$ cat src/rtl/ketchup_pkg.sv
// rtl/ketchup_pkg.sv - shared types and constants for the Ketchup input path
package ketchup_pkg;

    localparam int KETCHUP_DATA_WIDTH = 32;

    localparam logic [1:0] CONTROL = 2'd0;
    localparam logic [1:0] STATUS  = 2'd1;
    localparam logic [1:0] INPUT   = 2'd2;
    localparam logic [1:0] COMMAND = 2'd3;

    typedef enum logic [1:0] {
        IDLE   = 2'd0,
        ISSUE  = 2'd1,
        GAP    = 2'd2,
        CLOSED = 2'd3
    } ketchup_state_e;

    typedef struct packed {
        logic                          last;
        logic [1:0]                    bytes;
        logic [KETCHUP_DATA_WIDTH-1:0] data;
    } ketchup_entry_t;

endpackage

$ cat src/rtl/ketchup_sync_fifo.sv
// rtl/ketchup_sync_fifo.sv - single-clock FIFO with synchronous clear and occupancy level
module ketchup_sync_fifo #(
    parameter int WIDTH     = 35,
    parameter int DEPTH     = 16,
    parameter int PTR_WIDTH = 4
) (
    input  logic                 clk_i,
    input  logic                 rst_ni,
    input  logic                 clr_i,
    input  logic                 push_i,
    input  logic [WIDTH-1:0]     wdata_i,
    input  logic                 pop_i,
    output logic [WIDTH-1:0]     rdata_o,
    output logic                 full_o,
    output logic                 empty_o,
    output logic [PTR_WIDTH:0]   level_o
);

    localparam logic [PTR_WIDTH:0] LEVEL_FULL = (PTR_WIDTH + 1)'(DEPTH);

    logic [WIDTH-1:0]     mem_q [DEPTH];
    logic [PTR_WIDTH-1:0] wptr_q, wptr_d;
    logic [PTR_WIDTH-1:0] rptr_q, rptr_d;
    logic [PTR_WIDTH:0]   level_q, level_d;
    logic                 do_push, do_pop;

    assign full_o  = (level_q == LEVEL_FULL);
    assign empty_o = (level_q == '0);
    assign level_o = level_q;
    assign rdata_o = mem_q[rptr_q];

    // Full/empty gating uses the registered level only, so a pop never frees a slot in the same cycle.
    assign do_push = push_i && !full_o;
    assign do_pop  = pop_i && !empty_o;

    always_comb begin
        wptr_d  = wptr_q;
        rptr_d  = rptr_q;
        level_d = level_q;
        if (clr_i) begin
            wptr_d  = '0;
            rptr_d  = '0;
            level_d = '0;
        end else begin
            if (do_push) wptr_d = wptr_q + 1'b1;
            if (do_pop)  rptr_d = rptr_q + 1'b1;
            if (do_push && !do_pop)      level_d = level_q + 1'b1;
            else if (!do_push && do_pop) level_d = level_q - 1'b1;
        end
    end

    always_ff @(posedge clk_i or negedge rst_ni) begin
        if (!rst_ni) begin
            wptr_q  <= '0;
            rptr_q  <= '0;
            level_q <= '0;
        end else begin
            wptr_q  <= wptr_d;
            rptr_q  <= rptr_d;
            level_q <= level_d;
        end
    end

    always_ff @(posedge clk_i) begin
        if (do_push && !clr_i) mem_q[wptr_q] <= wdata_i;
    end

endmodule

$ cat src/rtl/ketchup_input_fifo.sv
// rtl/ketchup_input_fifo.sv - buffered word feeder from the register slave into the keccak core
module ketchup_input_fifo
    import ketchup_pkg::*;
#(
    parameter int DATA_WIDTH = KETCHUP_DATA_WIDTH,
    parameter int DEPTH      = 16,
    parameter int PTR_WIDTH  = 4
) (
    input  logic                  S_AXI_ACLK,
    input  logic                  S_AXI_ARESETN,
    input  logic                  flush,
    input  logic                  wr_valid,
    input  logic [DATA_WIDTH-1:0] wr_data,
    input  logic                  wr_last,
    input  logic [1:0]            wr_bytes,
    output logic                  wr_ready,
    output logic [DATA_WIDTH-1:0] core_in,
    output logic                  core_in_ready,
    output logic                  core_is_last,
    output logic [1:0]            core_byte_num,
    input  logic                  core_buffer_full,
    output logic [PTR_WIDTH:0]    level,
    output logic                  overflow,
    output logic                  msg_closed
);

    ketchup_state_e        state_q;
    logic                  lastq_q;
    logic                  overflow_q;
    logic                  msg_closed_q;
    logic                  core_in_ready_q;
    logic                  core_is_last_q;
    logic [1:0]            core_byte_num_q;
    logic [DATA_WIDTH-1:0] core_in_q;

    logic                  fifo_full, fifo_empty;
    logic                  push, pop;
    ketchup_entry_t        wr_entry, head;

    assign wr_ready = !fifo_full && !msg_closed_q && !lastq_q;
    assign push     = wr_valid && wr_ready && !flush;
    assign pop      = (state_q == ISSUE) && !flush;

    always_comb begin
        wr_entry       = '0;
        wr_entry.last  = wr_last;
        wr_entry.bytes = wr_last ? wr_bytes : 2'd0;
        wr_entry.data  = wr_data;
    end

    ketchup_sync_fifo #(
        .WIDTH     ($bits(ketchup_entry_t)),
        .DEPTH     (DEPTH),
        .PTR_WIDTH (PTR_WIDTH)
    ) u_fifo (
        .clk_i   (S_AXI_ACLK),
        .rst_ni  (S_AXI_ARESETN),
        .clr_i   (flush),
        .push_i  (push),
        .wdata_i (wr_entry),
        .pop_i   (pop),
        .rdata_o (head),
        .full_o  (fifo_full),
        .empty_o (fifo_empty),
        .level_o (level)
    );

    always_ff @(posedge S_AXI_ACLK or negedge S_AXI_ARESETN) begin
        if (!S_AXI_ARESETN) begin
            overflow_q <= 1'b0;
            lastq_q    <= 1'b0;
        end else if (flush) begin
            overflow_q <= 1'b0;
            lastq_q    <= 1'b0;
        end else begin
            if (wr_valid && !wr_ready) overflow_q <= 1'b1;
            if (push && wr_last)       lastq_q    <= 1'b1;
        end
    end

    // GAP gives the core one cycle to raise a registered buffer_full before the next IDLE check.
    always_ff @(posedge S_AXI_ACLK or negedge S_AXI_ARESETN) begin
        if (!S_AXI_ARESETN) begin
            state_q         <= IDLE;
            msg_closed_q    <= 1'b0;
            core_in_ready_q <= 1'b0;
            core_is_last_q  <= 1'b0;
            core_byte_num_q <= 2'd0;
            core_in_q       <= '0;
        end else if (flush) begin
            state_q         <= IDLE;
            msg_closed_q    <= 1'b0;
            core_in_ready_q <= 1'b0;
            core_is_last_q  <= 1'b0;
            core_byte_num_q <= 2'd0;
        end else begin
            core_in_ready_q <= 1'b0;
            core_is_last_q  <= 1'b0;
            core_byte_num_q <= 2'd0;
            case (state_q)
                IDLE: begin
                    if (!fifo_empty && !core_buffer_full) state_q <= ISSUE;
                end
                ISSUE: begin
                    core_in_ready_q <= 1'b1;
                    core_in_q       <= head.data;
                    core_is_last_q  <= head.last;
                    core_byte_num_q <= head.bytes;
                    if (head.last) begin
                        state_q      <= CLOSED;
                        msg_closed_q <= 1'b1;
                    end else begin
                        state_q <= GAP;
                    end
                end
                GAP:     state_q <= IDLE;
                CLOSED:  state_q <= CLOSED;
                default: state_q <= IDLE;
            endcase
        end
    end

    assign core_in       = core_in_q;
    assign core_in_ready = core_in_ready_q;
    assign core_is_last  = core_is_last_q;
    assign core_byte_num = core_byte_num_q;
    assign overflow      = overflow_q;
    assign msg_closed    = msg_closed_q;

endmodule

$ cat config.mk
export PLATFORM = sky130hd
export DESIGN_NAME = ketchup_input_fifo
export DESIGN_NICKNAME = d
export VERILOG_FILES = /design/src/rtl/ketchup_pkg.sv /design/src/rtl/ketchup_sync_fifo.sv /design/src/rtl/ketchup_input_fifo.sv
export SDC_FILE = /design/constraint.sdc
export NUM_CORES = 1
export LEC_CHECK = 0
export ABC_AREA = 1
export BUFFER_PORTS_ARGS = -buffer_cell sky130_fd_sc_hd__buf_2
export CAP_MARGIN = 10
export CELL_PAD_IN_SITES_DETAIL_PLACEMENT = 1
export CELL_PAD_IN_SITES_GLOBAL_PLACEMENT = 2
export CORE_MARGIN = 2
export CORE_UTILIZATION = 39
export DETAILED_ROUTE_END_ITERATION = 12
export GPL_TIMING_DRIVEN = 0
export HOLD_SLACK_MARGIN = 0.15
export PLACE_DENSITY = 0.82
export SYNTH_ARGS = -nofsm -noshare
export SYNTH_HDL_FRONTEND = slang
export SYNTH_HIERARCHICAL = 1
export SYNTH_SLANG_ARGS = --single-unit
$ cat constraint.sdc
create_clock -name S_AXI_ACLK -period 3.5 [get_ports S_AXI_ACLK]
set_clock_uncertainty 0.1 [all_clocks]
set_input_delay 0.525 -clock S_AXI_ACLK [delete_from_list [all_inputs] [get_ports S_AXI_ACLK]]
set_output_delay 0.525 -clock S_AXI_ACLK [all_outputs]
set_load 0.1 [all_outputs]
# Yosys cells after proc, flatten, opt, wreduce, memory -nomap -nowiden
# Memories as Yosys holds them, arrays and structs flattened.
# Index checks and enable logic that the tools add are counted.
[totals] register_bits=54 output_inout_bits=44 ramBits=560 elab_cells=82 input_bits=40 memories=1
[classes] n_bitwise=1 n_reduce_logical=33 n_addsub=4 n_eq_ne=5 n_mux=27
[mem_list] memory="u_fifo.mem_q" words=16 width=35 read_ports=1 rd_ports_with_merged_regs=0 write_ports=1 line_no="ketchup_sync_fifo.sv:21" source="logic [WIDTH-1:0] mem_q [DEPTH];"
[op_table] operator="two-way mux 4 bit" count=4
[op_table] operator="two-way mux 5 bit" count=3
[op_table] operator="two-way mux 1 bit" count=14
[op_table] operator="logical AND 1 bit" count=13
[op_table] operator="nonzero test 2 bit" count=6
[op_table] operator="two-way mux 2 bit" count=5
[op_table] operator="zero test 1 bit" count=9
[op_table] operator="adder 4 x 1 -> 4 bit, second input constant" count=2
[op_table] operator="case mux 2 bit (4 select lines)" count=1
[op_table] operator="adder 5 x 1 -> 5 bit, second input constant" count=1
[op_table] operator="equality test 5 bit, second input constant" count=1
[op_table] operator="zero test 5 bit" count=1
[op_table] operator="subtractor 5 x 1 -> 5 bit, second input constant" count=1
[op_table] operator="equality test 2 bit, second input constant" count=2
[op_table] operator="AND reduction 2 bit" count=2
[op_table] operator="inequality test 3 bit, second input constant" count=1
[op_table] operator="nonzero test 3 bit" count=1
[op_table] operator="equality test 2 x 1 -> 1 bit, second input constant" count=1
[op_table] operator="zero test 2 bit" count=1
[op_table] operator="NOT 1 bit" count=1

# Depth between registers and ports, before layout
# Gate-level depths: netlist of run 1.
[depth] depth_word=12 ltp_mapped=18 ltp_nobuf=18

# Modules after synthesis
# Netlist of run 1, hierarchy kept.
[by_module_without_submodules] mod="ketchup_sync_fifo" n_inst=1 cells_each=1793 area_per_inst_um2=23060.9 seq_area_each_um2=17141.4
[by_module_without_submodules] mod="ketchup_input_fifo" n_inst=1 cells_each=180 area_per_inst_um2=1637.8 seq_area_each_um2=1026.0

# Worst setup path before layout of run 1
# No wires, ideal clock.
[synth_timing] path_kind="reg2reg" startpoint="reg u_fifo.level_q[1], in the netlist u_fifo/level_o[1]" endpoint="mem u_fifo.mem_q[11][0], enable pin" n_path_buf=0 arrival_time_ns=3.523 setup_slack_ns=-0.550 required_time_ns=2.973 stages_incl_launch_ff=11 setup_ns=0.427 synth_period_minus_slack_ns=4.050 path_cell_list="dfrtp_1 -> nor2_1 -> nand3_1 -> inv_1 -> nor2_1 -> nand2_1 -> nor3_1 -> nand2_1 -> inv_1 -> nand2_1 -> nor2_1"
[synth_via] elab_chain_cells=10
[synth_rtl] element="start: declaration" line_no="ketchup_sync_fifo.sv:24" source="logic [PTR_WIDTH:0] level_q, level_d;"
[synth_rtl] element="start signal: assignment" line_no="ketchup_sync_fifo.sv:60" source="level_q <= level_d;"
[synth_rtl] element="equality test 5 bit" line_no="ketchup_sync_fifo.sv:27" source="assign full_o = (level_q == LEVEL_FULL);"
[synth_rtl] element="net fifo_full" line_no="ketchup_input_fifo.sv:36" source="logic fifo_full, fifo_empty;"
[synth_rtl] element="zero test 1 bit" line_no="ketchup_input_fifo.sv:40" source="assign wr_ready = !fifo_full && !msg_closed_q && !lastq_q;"
[synth_rtl] element="logical AND 1 bit (2 in series)" line_no="ketchup_input_fifo.sv:40"
[synth_rtl] element="logical AND 1 bit (2 in series)" line_no="ketchup_input_fifo.sv:41" source="assign push = wr_valid && wr_ready && !flush;"
[synth_rtl] element="net push" line_no="ketchup_input_fifo.sv:37" source="logic push, pop;"
[synth_rtl] element="logical AND 1 bit" line_no="ketchup_sync_fifo.sv:33" source="assign do_push = push_i && !full_o;"
[synth_rtl] element="logical AND 1 bit" line_no="ketchup_sync_fifo.sv:65" source="if (do_push && !clr_i) mem_q[wptr_q] <= wdata_i;"
[synth_rtl] element="two-way mux 1 bit" line_no="ketchup_sync_fifo.sv:65"
[synth_rtl] element="two-way mux 1 bit (implied by the code)" line_no="ketchup_sync_fifo.sv:65"
[synth_rtl] element="end: declaration" line_no="ketchup_sync_fifo.sv:21"
# The timed path passes the listed nets, and every way through them passes these cells.

# Worst setup path in the final report of run 1
[layout_timing] startpoint="reg u_fifo.level_q[0], in the netlist u_fifo/level_o[0]" endpoint="mem u_fifo.mem_q[14][16], enable pin"
# The elaborated chain is that of the path after synthesis.

==> results of run 1 <==
power by group through the flow:
| stage | logic [µW] | clock network (µW) | registers [µW] |
|---|---|---|---|
| floorplan | 1710 | 0 | 10100 |
| global placement | 4390 | 0 | 8570 |
| detailed placement | 4530 | 0 | 8570 |
| CTS | 4560 | 6980 | 8430 |
| global route | 4840 | 7210 | 8460 |
| finish | 4540 | 6860 | 8420 |
critical path: stages, from the launching register on:
cell,delay (ns)
dfrtp_1,0.47
nor2_1,0.10
nand3_1,0.14
inv_1,0.05
nor2_1,0.08
nand2_1,0.08
nor3_1,0.28
nand2_1,0.19
inv_1,0.18
nand2_1,0.27
nor2_4,0.68
buf_16,0.25
timing repair:
action,in CTS,in global routing
endpoints found under the hold margin,56,0
resized for setup,0,1
setup buffers,0,8
hold buffers,3,0
setup endpoints to repair,0,120
per-layer routing:
| layer | global-route usage [%] | share of wire, % | vias to the layer above |
|---|---|---|---|
| met5 | 0 | 0 | - |
| met2 | 37.7 | 49 | 512 |
| li1 | - | - | 7426 |
| met3 | 3.55 | 5.9 | 137 |
| met1 | 28.3 | 42 | 8486 |
| met4 | 8.40 | 3.0 | 0 |
through the flow:
step | instance area [µm²] | instances | hold WS, ns | power, µW
2_1_floorplan | 24700 | 1973 | 0.129 | 11800
3_3_place_gp | 26200 | 2902 | 0.359 | 13000
3_5_place_dp | 26700 | 2920 | 0.362 | 13100
4_1_cts | 28900 | 3042 | 0.152 | 20000
5_1_grt | 29100 | 3050 | 0.183 | 20500
6_report | 29100 | 3050 | 0.161 | 19800
kinds of logic (layout without fill, tap and decap cells):
kind of cell	Yosys count	count (layout)	synth area share, %
fa+ha+maj	10	10	0.537
compound gates	468	468	10.9
buf+inv	222	453	4.08
xor+xnor	2	2	0.0709
flops	614	614	73.6
simple gates	657	657	10.8
placed cells by master (no fill, tap or decap), types with 9 or more instances in the layout:
cell,netlist,routed
a21oi_1,51,51
edfxtp_1,560,560
buf_16,0,10
nand2_2,9,10
a21oi_2,24,24
ha_1,9,9
nand3_1,128,128
inv_1,94,94
clkbuf_1,57,75
clkbuf_8,0,10
o211ai_1,104,104
buf_12,0,16
buf_2,30,112
buf_1,10,10
dfrtp_1,54,54
nand2_1,167,166
nor2_4,1,17
o21ai_1,69,69
buf_4,10,11
buf_6,11,11
o21ai_0,218,218
nor2_1,347,331
clkbuf_16,0,71
layout make-up:
| type | count | area, µm² |
|---|---|---|
| fillers | 6573 | 33800 |
| flip-flops and latches | 614 | 18200 |
| multi-input cells | 1137 | 5650 |
| clock buffers | 99 | 1980 |
| well taps | 846 | 1060 |
| repair buffers | 112 | 1040 |
| plain buffers | 121 | 626 |
| inverters | 101 | 382 |
| clock inverters | 20 | 151 |
flip-flops by register name (all words and copies together) (netlist names):
signal,flops
core_byte_num,2
core_in,32
core_in_ready,1
core_is_last,1
lastq_q,1
msg_closed,1
overflow,1
state_q,2
u_fifo/level_o,5
u_fifo/mem_q,560
u_fifo/rptr_q,4
u_fifo/wptr_q,4
worst max path at each step:
stage | startpoint | endpoint | slack [ns]
4_1_cts | u_fifo/level_o[0] | u_fifo/mem_q[11][20] | 0.18
6_report | u_fifo/level_o[0] | u_fifo/mem_q[14][16] | 0.27
3_5_place_dp | u_fifo/level_o[0] | u_fifo/mem_q[11][16] | 0.20
5_1_grt | u_fifo/level_o[0] | u_fifo/mem_q[14][16] | -0.02
2_1_floorplan | u_fifo/level_o[1] | u_fifo/mem_q[11][0] | -0.55
3_3_place_gp | u_fifo/level_o[0] | u_fifo/mem_q[9][16] | -1.94
==> results.cfg, run 1 <==
[cts]
clockRootBuffer = clkbuf_16
htreeDepth = 3
cts_sinks = 614
cts_buffer_depth = 3
insertion_delay_ns = 0.60
cts_tree = yes
clk_pin_slew_ns = 0.06
cts_buffers = 67

[critical_path]
worstSetupPathType = flop to flop
rrSetupSlack_ns = 0.27
cp_max_fo = 18
r2r_end = u_fifo/mem_q[14][16]
critPathRequiredTime_ns = 3.69
cp-end-kind = flop
timing.rr.start = u_fifo/level_o[0]
worst_r2r_path_depth = 11
worstPathArrival_ns = 3.43
cp-start-kind = flop

[synthesis]
synth_top_area_share_pct = 68.1
yosysSeqAreaShare_pct = 73.6
ys_top_cells_by_count = edfxtp_1, nor2_1, o21ai_0, nand2_1, nand3_1
synth-edff-count = 560
yosys.area.top_type = edfxtp_1
synth.area.top_cells = edfxtp_1, dfrtp_1, nor2_1
synth-async-reset-ratio_pct = 8.79
yosys_warnings = 6
synth-seq-cells = 614
avgSynthCellArea_um2 = 12.5
ys.flop_type = edfxtp_1
syn_inst = 1973
synth_most_common_cell = edfxtp_1
syn_area_mm2 = 0.0247
ys_types = 33
syn-num-nets = 2023

[cells_and_area]
final_util_pct = 46.2
antenna_cells = 0
area_delta_synth_final_pct = 17.6
nNetsFinal = 2204
drive_above_1_share_pct = 14.4

[detailed_routing]
drtIter0Drc = 1206
routed_wl_mm = 72.9
drc_errors = 0
ant_nets = 0
num_vias = 16600
avgViaCountPerCell = 5.43
first_pass_iters = 4
wire_per_inst_um = 23.9

[global_route]
grt_pass1_wl_mm = 108
overflow = 0
grt_util_all_layers_pct = 22.1
grt_max_degree = 55
antenna_found_initial = 1
grt_pass1_vias = 17600

[sta]
setup_viol = 0
fin_crit_sh_pct = 92.3
min_period_ns = 3.23
fin_tns_setup_ns = 0
worst_slew_pin_slew_ns = 0.961
hold_viol_final = 0
slew_violations = 0
worst_slack_ns = 0.268
max_slew_margin_pct = 35.9
max_freq_ghz = 0.309

[power]
leakagePower_uw = 0.0103
p_int_uw = 13300
power_density_mw_per_mm2 = 682
ir_drop_mv = 0.467
switchingPower_uw = 6550
swShare_pct = 33.0
pwr-share-clk_pct = 34.6
comb_power_share_pct = 22.9
p_seq_share_pct = 42.5

[worst_hold_path]
hold_path_end = overflow
hold_depth = 2
min_path_type = input pin to flop
holdCritStartpoint = flush

[placement]
port_buffers = 83
routabilityCongestion = 0.822
hpwl_mm = 48.7
pre_cts_slack_ns = 0.197

[floorplan]
io-pin-count = 84
dieArea_mm2 = 0.0654
die_h_um = 256
num_rows = 92
start_util_pct = 39.3
coreArea_mm2 = 0.0629
die_w_um = 256

[outcome]
status = finished, final reports clean

[run]
drv_cap = 0
No activity file was read; power rests on OpenSTA's default activity.
==> run 2, diff against run 1 <==
--- a/config.mk
+++ b/config.mk
@@ -6,14 +6,16 @@
 export NUM_CORES = 1
 export LEC_CHECK = 0
 export ABC_AREA = 1
+export ABC_CLOCK_PERIOD_IN_PS = 3500
 export BUFFER_PORTS_ARGS = -buffer_cell sky130_fd_sc_hd__buf_2
 export CAP_MARGIN = 10
 export CELL_PAD_IN_SITES_DETAIL_PLACEMENT = 1
 export CELL_PAD_IN_SITES_GLOBAL_PLACEMENT = 2
+export CORE_ASPECT_RATIO = 1.75
 export CORE_MARGIN = 2
 export CORE_UTILIZATION = 39
 export DETAILED_ROUTE_END_ITERATION = 12
-export GPL_TIMING_DRIVEN = 0
+export GPL_TIMING_DRIVEN = 1
 export HOLD_SLACK_MARGIN = 0.15
 export PLACE_DENSITY = 0.82
 export SYNTH_ARGS = -nofsm -noshare
==> run 2 against run 1 <==
  * Clock power decreased by 14%
  * First-iteration DRC count decreased by 9.6%
  * Sequential share of layout area increased by 2.3 points
  * Global-route usage decreased by 2.3 points
  * Via count decreased by 5.6%
  * Cell count decreased by 5.3%
  * Final area decreased by 3.5%
  * Combinational power decreased by 9.5%
  * Highest routed layer unchanged
==> results.cfg, run 2 (synthesized netlist as in run 1, its figures left out) <==
[outcome]
status = finished, final reports clean

[power]
p_seq_share_pct = 45.8
swShare_pct = 33.2
ir_drop_mv = 0.510
pwr-share-clk_pct = 31.9
power_density_mw_per_mm2 = 658
switchingPower_uw = 6120
leakagePower_uw = 0.00977
comb_power_share_pct = 22.3
p_int_uw = 12300

[cells_and_area]
antenna_cells = 0
layout_common_cells = edfxtp_1, nor2_1, o21ai_0
nNetsFinal = 2085
drive_above_1_share_pct = 12.8
n_fill_cell = 6523
final_util_pct = 44.6
top_register = u_fifo/mem_q
largest_reg_flops = 560
area_delta_synth_final_pct = 13.5
final_common_cell = edfxtp_1

[worst_hold_path]
hold_path_end = u_fifo/mem_q[4][26]
hold_depth = 1
holdCritStartpoint = wr_data[26]
min_path_type = input pin to flop

[detailed_routing]
first_pass_iters = 5
wire_per_inst_um = 22.5
drc_errors = 0
num_vias = 15600
routed_wl_mm = 64.9
drtIter0Drc = 1090
ant_nets = 0
avgViaCountPerCell = 5.41

[sta]
hold_viol_final = 0
min_period_ns = 3.04
rsz0062_at_grt = false
max_freq_ghz = 0.329
worst_slew_pin_slew_ns = 1.05
worst_slack_ns = 0.463
fin_crit_sh_pct = 86.8
slew_violations = 0
setup_viol = 0
max_slew_margin_pct = 30.0

[cts]
clockRootBuffer = clkbuf_16
cts_tree = yes
post_cts_buffers = 0
cts_buffers = 54
cts_buffer_depth = 3
htreeDepth = 2
insertion_delay_ns = 0.61
cts_sinks = 614
clk_pin_slew_ns = 0.07

[floorplan]
die_h_um = 337
dieArea_mm2 = 0.0654
die_w_um = 194
num_rows = 122
io-pin-count = 84
coreArea_mm2 = 0.0629
start_util_pct = 39.3

[global_route]
grt_util_all_layers_pct = 19.8
grt_max_degree = 119
antenna_found_initial = 0
grt_pass1_vias = 16800
grt_pass1_wl_mm = 99.3
overflow = 0

[placement]
pre_cts_slack_ns = 0.314
routabilityCongestion = 0.771
port_buffers = 83
hpwl_mm = 36.2

[critical_path]
crit_top_cell = nand2_1
worstPathArrival_ns = 3.44
cp_max_fo = 12
rrSetupSlack_ns = 0.46
cp-start-kind = flop
worst_r2r_path_depth = 18
timing.rr.start = u_fifo/level_o[0]
worstPathCellList = nor2_1, nand3_1, inv_1, nor2_1, nand2_1, nor3_1, nand2_1, inv_1, nand2_2, fa_1, nand3_1, nand3_1, nand2_1, nand2_1, inv_1, nand2_1, nand3_1, nand2_1
path_buf_inv = 3
r2r_end = u_fifo/level_o[4]
critPathRequiredTime_ns = 3.90
worstSetupPathType = flop to flop
path_delay_family = simple AND/OR/NAND/NOR gates
slowest_delay_ns = 0.47
cp-end-kind = flop
crit_slowest_cell = dfrtp_1

[run]
drv_cap = 0
[run 2: changes by cell type in the layout (fill, tap and decap cells not counted), moves of 11 or more]
| cell | before | now |
|---|---|---|
| buf_6 | 11 | 0 |
| buf_2 | 112 | 82 |
| clkbuf_1 | 75 | 18 |
| clkbuf_16 | 71 | 54 |
[run 2: area by class of cell]
class                   count  area (µm²)  share of cell area (%)
multi-input cells        1137        5650                    20.1
well taps                 806        1010                    3.60
clock buffers              77        1490                    5.31
inverters                 101         388                    1.38
clock inverters            25         235                   0.839
flip-flops and latches    614       18200                    64.9
repair buffers            127        1080                    3.87
[run 2: how the worst max path moves through the flow]
stage,startpoint,to,cells past startpoint
after CTS,u_fifo/level_o[0],u_fifo/level_o[4],18
after detailed placement,u_fifo/level_o[0],u_fifo/level_o[4],18
after floorplan,u_fifo/level_o[1],u_fifo/mem_q[11][0],10
final,u_fifo/level_o[0],u_fifo/level_o[4],18
after global placement,u_fifo/level_o[0],u_fifo/level_o[4],18
after global routing,u_fifo/level_o[1],u_fifo/level_o[4],16
[run 2: timing repair]
item | CTS | global route
setup endpoints to repair | 0 | 1
hold buffers | 4 | 0
hold endpoints to repair | 56 | 0
gates resized for setup | 0 | 1
[run 2: power groups by stage]
| stage | clock network [µW] | registers, µW | logic (µW) |
|---|---|---|---|
| 2_1_floorplan | 0 | 10100 | 1710 |
| 3_3_place_gp | 0 | 8590 | 4040 |
| 6_report | 5890 | 8440 | 4110 |
| 5_1_grt | 6260 | 8480 | 4440 |
| 3_5_place_dp | 0 | 8600 | 4140 |
| 4_1_cts | 6020 | 8450 | 4170 |
[run 2: per-stage QoR]
stage,hold slack [ns],TNS [ns],instances,total power [µW],area (µm²)
floorplan,0.129,-191.52,1973,11800,24700
global placement,0.358,0,2781,12600,26300
detailed placement,0.361,0,2781,12700,26300
CTS,0.168,0,2887,18600,28000
global route,0.191,0,2887,19200,28000
finish,0.190,0,2887,18400,28000
[run 2: worst reg2reg max path: stages, from the launching register on]
cell     delay, ns
dfrtp_1       0.47
nor2_1        0.10
nand3_1       0.15
inv_1         0.06
nor2_1        0.09
nand2_1       0.09
nor3_1        0.26
nand2_1       0.19
inv_1         0.19
nand2_2       0.20
fa_1          0.47
nand3_1       0.13
nand3_1       0.08
nand2_1       0.06
nand2_1       0.06
inv_1         0.05
nand2_1       0.04
nand3_1       0.06
nand2_1       0.06
[run 2: metal layers]
metal | wire length [µm] | track usage, % | vias up
met5 | 0 | 0 | -
met3 | 1890 | 2.04 | 130
met4 | 2200 | 7.83 | 0
li1 | - | - | 7166
met2 | 35900 | 37.9 | 285
met1 | 24900 | 22.3 | 8046
